<file path="config.mk">
export PLATFORM = sky130hd
export DESIGN_NAME = reg_file_param
export DESIGN_NICKNAME = d
export VERILOG_FILES = /design/src/rtl/reg_file_param.sv
export SDC_FILE = /design/constraint.sdc
export NUM_CORES = 1
export LEC_CHECK = 0
export CORE_ASPECT_RATIO = 1.2
export CORE_MARGIN = 8
export CORE_UTILIZATION = 57
export DETAILED_ROUTE_END_ITERATION = 10
export GPL_TIMING_DRIVEN = 1
export PLACE_DENSITY = 0.88
export SKIP_LAST_GASP = 1
export SLEW_MARGIN = 0
export SYNTH_ARGS = -nofsm -noshare
export SYNTH_HDL_FRONTEND = slang
export SYNTH_SLANG_ARGS = --single-unit
</file>
<file path="constraint.sdc">
create_clock -name CLK -period 2.85 [get_ports CLK]
set_clock_uncertainty 0.15 [all_clocks]
set_input_delay 0.57 -clock CLK [delete_from_list [all_inputs] [get_ports CLK]]
set_output_delay 0.57 -clock CLK [all_outputs]
set_load 0.02 [all_outputs]
</file>
<file path="src/rtl/reg_file_param.sv">
// Parametrised dual-read register file with synchronous write, BUSYWAIT-gated commits and a background clear sweep.
// Optional same-cycle write-to-read bypass: define REGFILE_BYPASS_EN.
module reg_file_param #(
    parameter int DATA_W   = 8,
    parameter int ADDR_W   = 3,
    parameter int ZERO_REG = 0
) (
    input  logic              CLK,
    input  logic              RESET,
    input  logic [DATA_W-1:0] IN,
    input  logic [ADDR_W-1:0] INADDRESS,
    input  logic              WRITE,
    input  logic              BUSYWAIT,
    input  logic              CLEAR,
    input  logic [ADDR_W-1:0] OUT1ADDRESS,
    input  logic [ADDR_W-1:0] OUT2ADDRESS,
    output logic [DATA_W-1:0] OUT1,
    output logic [DATA_W-1:0] OUT2,
    output logic              CLR_BUSY,
    output logic              WR_ACK
);

    localparam int DEPTH = 2 ** ADDR_W;

    localparam logic [0:0] IDLE  = 1'b0;
    localparam logic [0:0] SWEEP = 1'b1;

    logic [DATA_W-1:0] store [DEPTH];
    logic [0:0]        state;
    logic [ADDR_W-1:0] ptr;
    logic              commit;
    logic              zero_hit;

    assign commit   = WRITE && !BUSYWAIT && !RESET && (state == IDLE);
    assign zero_hit = (ZERO_REG != 0) && (INADDRESS == '0);
    assign CLR_BUSY = (state == SWEEP);

    always_ff @(posedge CLK) begin
        if (RESET) begin
            for (int unsigned i = 0; i < DEPTH; i++) begin
                store[i] <= '0;
            end
            state  <= IDLE;
            ptr    <= '0;
            WR_ACK <= 1'b0;
        end else begin
            WR_ACK <= commit;
            case (state)
                IDLE: begin
                    // Address-0 writes are dropped when hardwired to zero, but still acknowledged
                    if (commit && !zero_hit) begin
                        store[INADDRESS] <= IN;
                    end
                    if (CLEAR) begin
                        state <= SWEEP;
                        ptr   <= '0;
                    end
                end
                SWEEP: begin
                    store[ptr] <= '0;
                    ptr        <= ptr + 1'b1;
                    if (ptr == '1) begin
                        state <= IDLE;
                    end
                end
                default: begin
                    state <= IDLE;
                end
            endcase
        end
    end

    always_comb begin
        OUT1 = store[OUT1ADDRESS];
`ifdef REGFILE_BYPASS_EN
        if (commit && (OUT1ADDRESS == INADDRESS)) begin
            OUT1 = IN;
        end
`endif
        if ((ZERO_REG != 0) && (OUT1ADDRESS == '0)) begin
            OUT1 = '0;
        end
    end

    always_comb begin
        OUT2 = store[OUT2ADDRESS];
`ifdef REGFILE_BYPASS_EN
        if (commit && (OUT2ADDRESS == INADDRESS)) begin
            OUT2 = IN;
        end
`endif
        if ((ZERO_REG != 0) && (OUT2ADDRESS == '0)) begin
            OUT2 = '0;
        end
    end

endmodule

</file>
# Word level (Yosys, flattened, before mapping)
# Memories as Yosys holds them, arrays and structs flattened.
# Cells that the tools add are included.
# totals
mem_bits_ro,0
mem_count,1
latchBits,0
ff_bits,5
ram_bits,64
word_cells,35
output_inout_bits,18
# memory_table
name,words,width,rd,rd_ports_with_merged_regs,write_ports,line,rtl
store,8,8,2,0,8,28,logic [DATA_W-1:0] store [DEPTH];
# classes
n_shift,0
n_bitwise,1
addsub,1
reduce_logical,7
order_cmp,0
div,0
mux,20
n_eq_ne,2
n_mul,0
# ops
op,count
8-bit 2-to-1 mux,2
8-bit OR reduction,2
1-bit 2-to-1 mux,13
3-bit 2-to-1 mux,3
3-bit case mux with 2 select lines,1
3-bit by 1-bit adder with 3-bit output (second input constant),1
3-bit == test (second input constant),1
1-bit logical AND,3
1-bit logical NOT,2
2-bit != test (second input constant),1
1-bit case mux with 2 select lines,1
1-bit NOT,1

# Logic depth before layout (Yosys ltp)
# Gate-level depths: netlist of the first run.
# depth
word_depth,11
mapped_depth,5
ltp_nobuf,4

# Worst setup path before layout of the first run
# OpenSTA, ideal clock, no wires.
# synth_path
path_type,input to output
from,input port OUT2ADDRESS[0]
to,output port OUT2[0]
arrival_time_ns,1.670
path_stages,4
path_slack_ns,0.460
required_time_ns,2.130
cell_sequence,buf_6 > buf_12 > mux4_1 > mux2_2
# synth_via
elab_chain_cells,1
# synth_rtl
item,line,rtl
"start, declared",16,"input logic [ADDR_W-1:0] OUT2ADDRESS,"
memory 8 x 8 bit,--,
"end, declared",18,"output logic [DATA_W-1:0] OUT2,"
# Every way passes these cells.

# Worst setup path in the final report of the first run
# layout_path
from,input port OUT2ADDRESS[0]
to,output port OUT2[5]
# The elaborated chain is that of the path after synthesis.

==> run summary, run 1 <==
Critical setup path kind = in -> out
Post-DP Area = 0.004474 mm²
Die height = 106.7 µm
Power per cell area = 531.0 mW/mm²
Hold_buf cts = 0
Layout fillers = 434
Average routed wire per standard cell = 24.70 µm
Reg2reg end = store[7][4]
Leakage dissipation = 1.721 nW
RSZ-0062 raised after global routing = no
Final Core Density = 69.38%
Setup WS pre-CTS = -0.6120 ns
Synth cell types = 31
DRT Pass-1 Iters = 5
Hold depth = 2
Status = finished, final reports clean
Max-capacitance violation count = 0
ANT cells = 0
Hpwl dp = 6469 µm
Finish-stage setup viols = 0
Arr. time, crit path = 2.05 ns
Register area share after synthesis = 51.70%
Port Buffers = 39
Placer Congestion = 0.8370
H-Tree Depth = 3
Hold Crit Endpoint = ptr[0]
Cell Area, Synth = 0.003911 mm²
Mean post-synth cell area = 15.04 µm²
Area grow syn2layout = 19.39%
Final #Nets = 338
Critical Path RT = 2.13 ns
Initial Util = 58.11%
Core box area = 0.006730 mm²
Clk slew on worst S/H paths = 0.07 ns
R2r setup slk = 0.34 ns
Horiz. Die Dim = 91.62 µm
Peak fanout along the critical path = 8
Mapped Cells = 260
Pin count of the biggest net entering global routing = 33
I/O pins = 40
Num Clock Sinks = 69
Die area = 0.009780 mm²
Layout Cells excl Fill = 406
Peak VDD IR = 0.3409 mV
Slew headroom = 22.52%
Slew @ Worst Pin = 1.160 ns
CP startpoint kind = input port
R2R depth = 3
CTS max path bufs = 2
Slew Limit Fails = 0
Fraction of final layout cells sized beyond drive strength 1 = 29.15%
Initial antenna violation count = 0
Total number of vias = 2725
Total power = 2.480 mW
CTS Root Cell = clkbuf_8
Fmax = 0.3611 GHz
Fin. Hold Viols = 0
Total track usage = 21.16%
Yosys reg bits = 69
Final critical-path setup slack = 0.08031 ns
Worst Setup SP = OUT2ADDRESS[0]
Drt total wl = 10030 µm
Syn. warnings = 0
Syn nets = 284
DR vias/cell = 6.712
First-pass GRT wire length = 15290 µm
Dpl cells = 388
Vias in the first global route = 2765
Post-route DRC = 0
Final min period = 2.770 ns
Worst Setup End Kind = output pin
Hold Startpoint = ptr[0]
RR Startpoint = CLR_BUSY
Final ANT Viol Nets = 0
Final Cycle Share = 97.18%
Worst skew pair latency = 0.34 ns
CTS Buf Count = 9
Overflow after GRT = 0
CTS tree = built
Worst hold path type = reg -> reg
Iteration-0 DRC count of the detailed router = 360
Design area = 0.004669 mm²
Site Rows = 33
==> area by class of cell <==
cell class                      count  area, µm²  share of cell area, %
Timing Repair Buffer               67      633.1                  13.56
Sequential cell                    69       2022                  43.30
Tap cell                           87      108.9                  2.331
Clock inverter                      7      90.09                  1.929
Clock buffer                        9      123.9                  2.653
Inverter                            2      7.507                 0.1608
Multi-Input combinational cell    165       1684                  36.07
==> logic make-up after synthesis <==
kind of cell | share of synthesized area (%)
adders and majority gates | 0.6397
DFF | 51.70
and+or+nand+nor | 12.89
muxes | 25.50
AOI/OAI and AO/OA | 4.031
buffers and inverters | 5.246
==> flip-flops by register name, indices dropped and copies added, names as in the netlist <==
register	count
store	64
WR_ACK	1
CLR_BUSY	1
ptr	3
==> cells in the final DEF, fill, tap and decap left out, types with 6 or more instances in the layout <==
cell type and count:
buf_2 14, buf_4 20, clkbuf_8 9, clkdlybuf4s50_1 20, edfxtp_1 64, mux2_2 16
mux4_1 24, mux4_2 7, nand2_1 16, nor2_1 6, nor3_1 64, o21bai_1 8
==> synth_stat cells <==
cell type / instances / area [µm²]
a31oi_2: 3 / 37.54
a21oi_1: 3 / 15.01
dfxtp_1: 5 / 100.1
mux4_4: 1 / 25.02
o21bai_1: 9 / 67.56
mux4_1: 25 / 656.9
and4b_1: 1 / 10.01
buf_1: 1 / 3.750
and4bb_2: 2 / 25.02
edfxtp_1: 64 / 1922
nor2b_1: 1 / 6.260
mux2_2: 16 / 180.2
a211oi_1: 1 / 7.510
inv_1: 2 / 7.510
buf_6: 4 / 45.04
mux4_2: 6 / 135.1
a21oi_2: 1 / 8.760
nor2_1: 6 / 22.52
buf_12: 2 / 40.04
nand2_1: 16 / 60.06
buf_4: 5 / 37.54
clkbuf_1: 5 / 18.77
nand2b_2: 1 / 8.760
clkbuf_8: 2 / 27.53
nor3b_1: 2 / 15.01
nor4b_1: 3 / 26.28
a31oi_4: 1 / 21.27
nor3_1: 64 / 320.3
buf_2: 5 / 25.02
ha_1: 2 / 25.02
nor4bb_1: 1 / 10.01
==> worst max-delay path by stage <==
| stage | endpoint | slack [ns] | cells after the start |
|---|---|---|---|
| floorplan | OUT2[0] | 0.46 | 4 |
| global route | OUT2[5] | 0.06 | 5 |
| global placement | OUT2[4] | -0.60 | 5 |
| CTS | OUT2[4] | 0.003 | 5 |
| detailed placement | OUT2[4] | -0.61 | 5 |
| finish | OUT2[5] | 0.08 | 5 |
==> routing by layer <==
metal / track usage [%] / wire length (µm)
met3: 5.171 / 931
met5: 0 / 0
met1: 22.78 / 3439
met4: 11.02 / 320
met2: 37.68 / 5337
==> critical path, stage by stage <==
cell and delay (ns):
buf_2 0.18, buf_12 0.16, mux4_1 0.56, mux2_2 0.28, clkdlybuf4s15_1 0.29
==> stage by stage <==
| step | hold WS, ns | TNS (ns) |
|---|---|---|
| floorplan | 0.3756 | 0 |
| detailed placement | 0.4001 | -9.833 |
| global placement | 0.3939 | -8.337 |
| finish | 0.4088 | 0 |
| CTS | 0.4087 | 0 |
| global route | 0.4605 | 0 |
==> what timing repair did <==
item	in CTS	in global routing
resized for setup	67	6
setup buffers	0	0
pin swaps	0	0
endpoints found under the setup margin	16	5
gates cloned	2	0
==> power breakdown <==
| part | leakage (nW) | total [mW] | switching, mW | internal, mW |
|---|---|---|---|---|
| Clock | 0.107 | 0.860 | 0.372 | 0.488 |
| Combinational | 0.910 | 0.430 | 0.230 | 0.201 |
| Sequential | 0.705 | 1.19 | 0.0315 | 1.16 |
No activity file was read; power rests on OpenSTA's default activity.
==> run 2, diff against run 1 <==
CORE_ASPECT_RATIO = 0.75   (was 1.2)
==> run 2 against run 1 <==
Against the previous run:
- the flow now finishes with violations (negative setup slack)
- combinational power is 2% higher
- clock power shrank 7.9%
- critical path depth stayed put
- cell area grew 0.86%
- largest cell class unchanged
- highest routed layer unchanged
==> run summary, run 2 (synthesized netlist as in run 1, its figures left out) <==
Status = finished, violations left
Failing checks = negative setup slack
Final #Nets = 341 (+0.89%)
DR vias/cell = 6.675 (-0.55%)
Final min period = 2.865 ns (+0.09523 ns)
Power per cell area = 513.8 mW/mm² (-3.2%)
Worst-path cell chain = clkdlybuf4s15_2 > buf_12 > mux4_1 > mux2_2 > clkdlybuf4s15_2
Slowest cell on crit path = mux4_1
H-Tree Depth = 3 (unchanged)
First-pass GRT wire length = 15380 µm (+0.59%)
Arr. time, crit path = 2.14 ns (+0.09 ns)
Max-capacitance violation count = 0 (unchanged)
Fin. Hold Viols = 0 (unchanged)
Die height = 87.74 µm (-18%)
Finish-stage setup viols = 1 (+1)
Dpl cells = 388 (unchanged)
Fmax = 0.3491 GHz (-3.3%)
Slew @ Worst Pin = 0.9538 ns (-0.2060 ns)
CTS tree = built
Placer Congestion = 0.8845 (+5.7%)
Average routed wire per standard cell = 24.34 µm (-1.5%)
Worst skew pair latency = 0.35 ns (about the same)
Met1 Resource Use GR = 25.12% (+2.3 points)
Num Clock Sinks = 69 (unchanged)
Most frequent cells in the layout = nor3_1 (64), edfxtp_1 (64), mux4_1 (25), buf_4 (21), clkdlybuf4s50_1 (20)
Slew headroom = 36.28% (+14 points)
Clk slew on worst S/H paths = 0.07 ns (about the same)
Final Cycle Share = 100.5% (+3.3 points)
Cell mode on critical path = clkdlybuf4s15_2
Fraction of final layout cells sized beyond drive strength 1 = 28.57% (-0.58 points)
Layout Cells excl Fill = 406 (unchanged)
CTS Buf Count = 9 (unchanged)
RSZ-0062 raised after global routing = yes
CP startpoint kind = input port
Initial antenna violation count = 0 (unchanged)
ANT cells = 0 (unchanged)
Global route hottest layer = met2
Die area = 0.009796 mm² (+0.17%)
Hpwl dp = 6677 µm (+3.2%)
Final ANT Viol Nets = 0 (unchanged)
CTS Root Cell = clkbuf_8
Hold_buf cts = 0 (unchanged)
Total number of vias = 2710 (-0.55%)
Drt total wl = 9882 µm (-1.5%)
Met2 Resource Use GR = 36.40% (-1.3 points)
Initial Util = 58.08% (about the same)
Slew Limit Fails = 0 (unchanged)
CP peak stage delay = 0.60 ns (+0.04 ns)
Worst hold path type = reg -> reg
Total Neg Setup Slack = -0.01492 ns (-0.01492 ns)
Biggest register = store
Max reg flops = 64 (unchanged)
CTS max path bufs = 2 (unchanged)
Site Rows = 26 (-21%)
Overflow after GRT = 0 (unchanged)
Iteration-0 DRC count of the detailed router = 357 (-0.83%)
Leakage dissipation = 1.736 nW (+0.85%)
Pin count of the biggest net entering global routing = 36 (+9.1%)
Total track usage = 21.02% (-0.14 points)
Top flop regs = store (64), ptr (3)
Horiz. Die Dim = 111.7 µm (+22%)
Port Buffers = 39 (unchanged)
Final Core Density = 69.94% (+0.56 points)
Design area = 0.004710 mm² (+0.86%)
Area grow syn2layout = 20.41%
Vias in the first global route = 2766 (+0.036%)
Peak VDD IR = 0.3484 mV (+2.2%)
Post-route DRC = 0 (unchanged)
DRT Pass-1 Iters = 6 (+1)
I/O pins = 40 (unchanged)
Critical Path RT = 2.13 ns (about the same)
Critical setup path kind = in -> out
GR Util met3 = 5.716% (+0.55 points)
Setup WS pre-CTS = -0.6092 ns (+0.002744 ns)
Worst Setup End Kind = output pin
Post-DP Area = 0.004518 mm² (+0.98%)
Peak fanout along the critical path = 9 (+1)
Final critical-path setup slack = -0.01492 ns (-0.09523 ns)
Core box area = 0.006734 mm² (about the same)
-- run 2: cell types whose count changed in the layout (fill, tap and decap cells not counted), sizes merged --
cell	change
buf	-4
bufinv	-1
clkdlybuf4s15	+3
clkinv	-3
clkinvlp	+2
clkbuf	+2
dlygate4sd2	+1
bufbuf	+1
inv	+2
-- run 2: through the flow --
stage	power, mW	hold WS, ns
detailed placement	1.658	0.4269
global route	2.497	0.4594
floorplan	1.466	0.3756
CTS	2.424	0.4372
finish	2.420	0.4273
global placement	1.642	0.3955
-- run 2: layout make-up --
class	instances	area [µm²]
fill	450	2024
sequential	69	2022
multi-input combinational	165	1688
timing repair buffer	70	689.4
clock buffer	9	123.9
tap	84	105.1
clock inverter	7	73.82
inverter	2	7.507
-- run 2: worst paths after layout --
| kind | start | depth (start not counted) | slack [ns] | to |
|---|---|---|---|---|
| worst max-delay path | OUT1ADDRESS[0] | 5 | -0.01 | OUT1[3] |
| worst min-delay path | ptr[0] | 2 | 0.43 | ptr[0] |
| worst max register to register | CLR_BUSY | 3 | 0.49 | store[7][5] |
| worst min register to register | ptr[0] | 2 | 0.43 | ptr[0] |
-- run 2: where the power goes --
| part | total [mW] | switching, mW | internal (mW) |
|---|---|---|---|
| clock network | 0.792 | 0.386 | 0.406 |
| logic | 0.438 | 0.229 | 0.209 |
| registers | 1.19 | 0.0324 | 1.16 |
| total | 2.42 | 0.647 | 1.77 |
-- run 2: critical path: cells and delay by family --
| family | cells | cell delay, ns |
|---|---|---|
| buffers and inverters | 3 | 0.64 |
| multiplexers | 2 | 0.92 |
-- run 2: layer usage --
layer / wire [µm] / vias up
met4: 170 / 0
li1: - / 1191
met5: 0 / -
met2: 4956 / 180
met3: 1036 / 14
met1: 3720 / 1325
-- run 2: what timing repair did --
item,4_1_cts,5_1_grt
buffers inserted,1,0
endpoints found under the setup margin,16,6
gates resized for setup,53,7
gates cloned,1,0
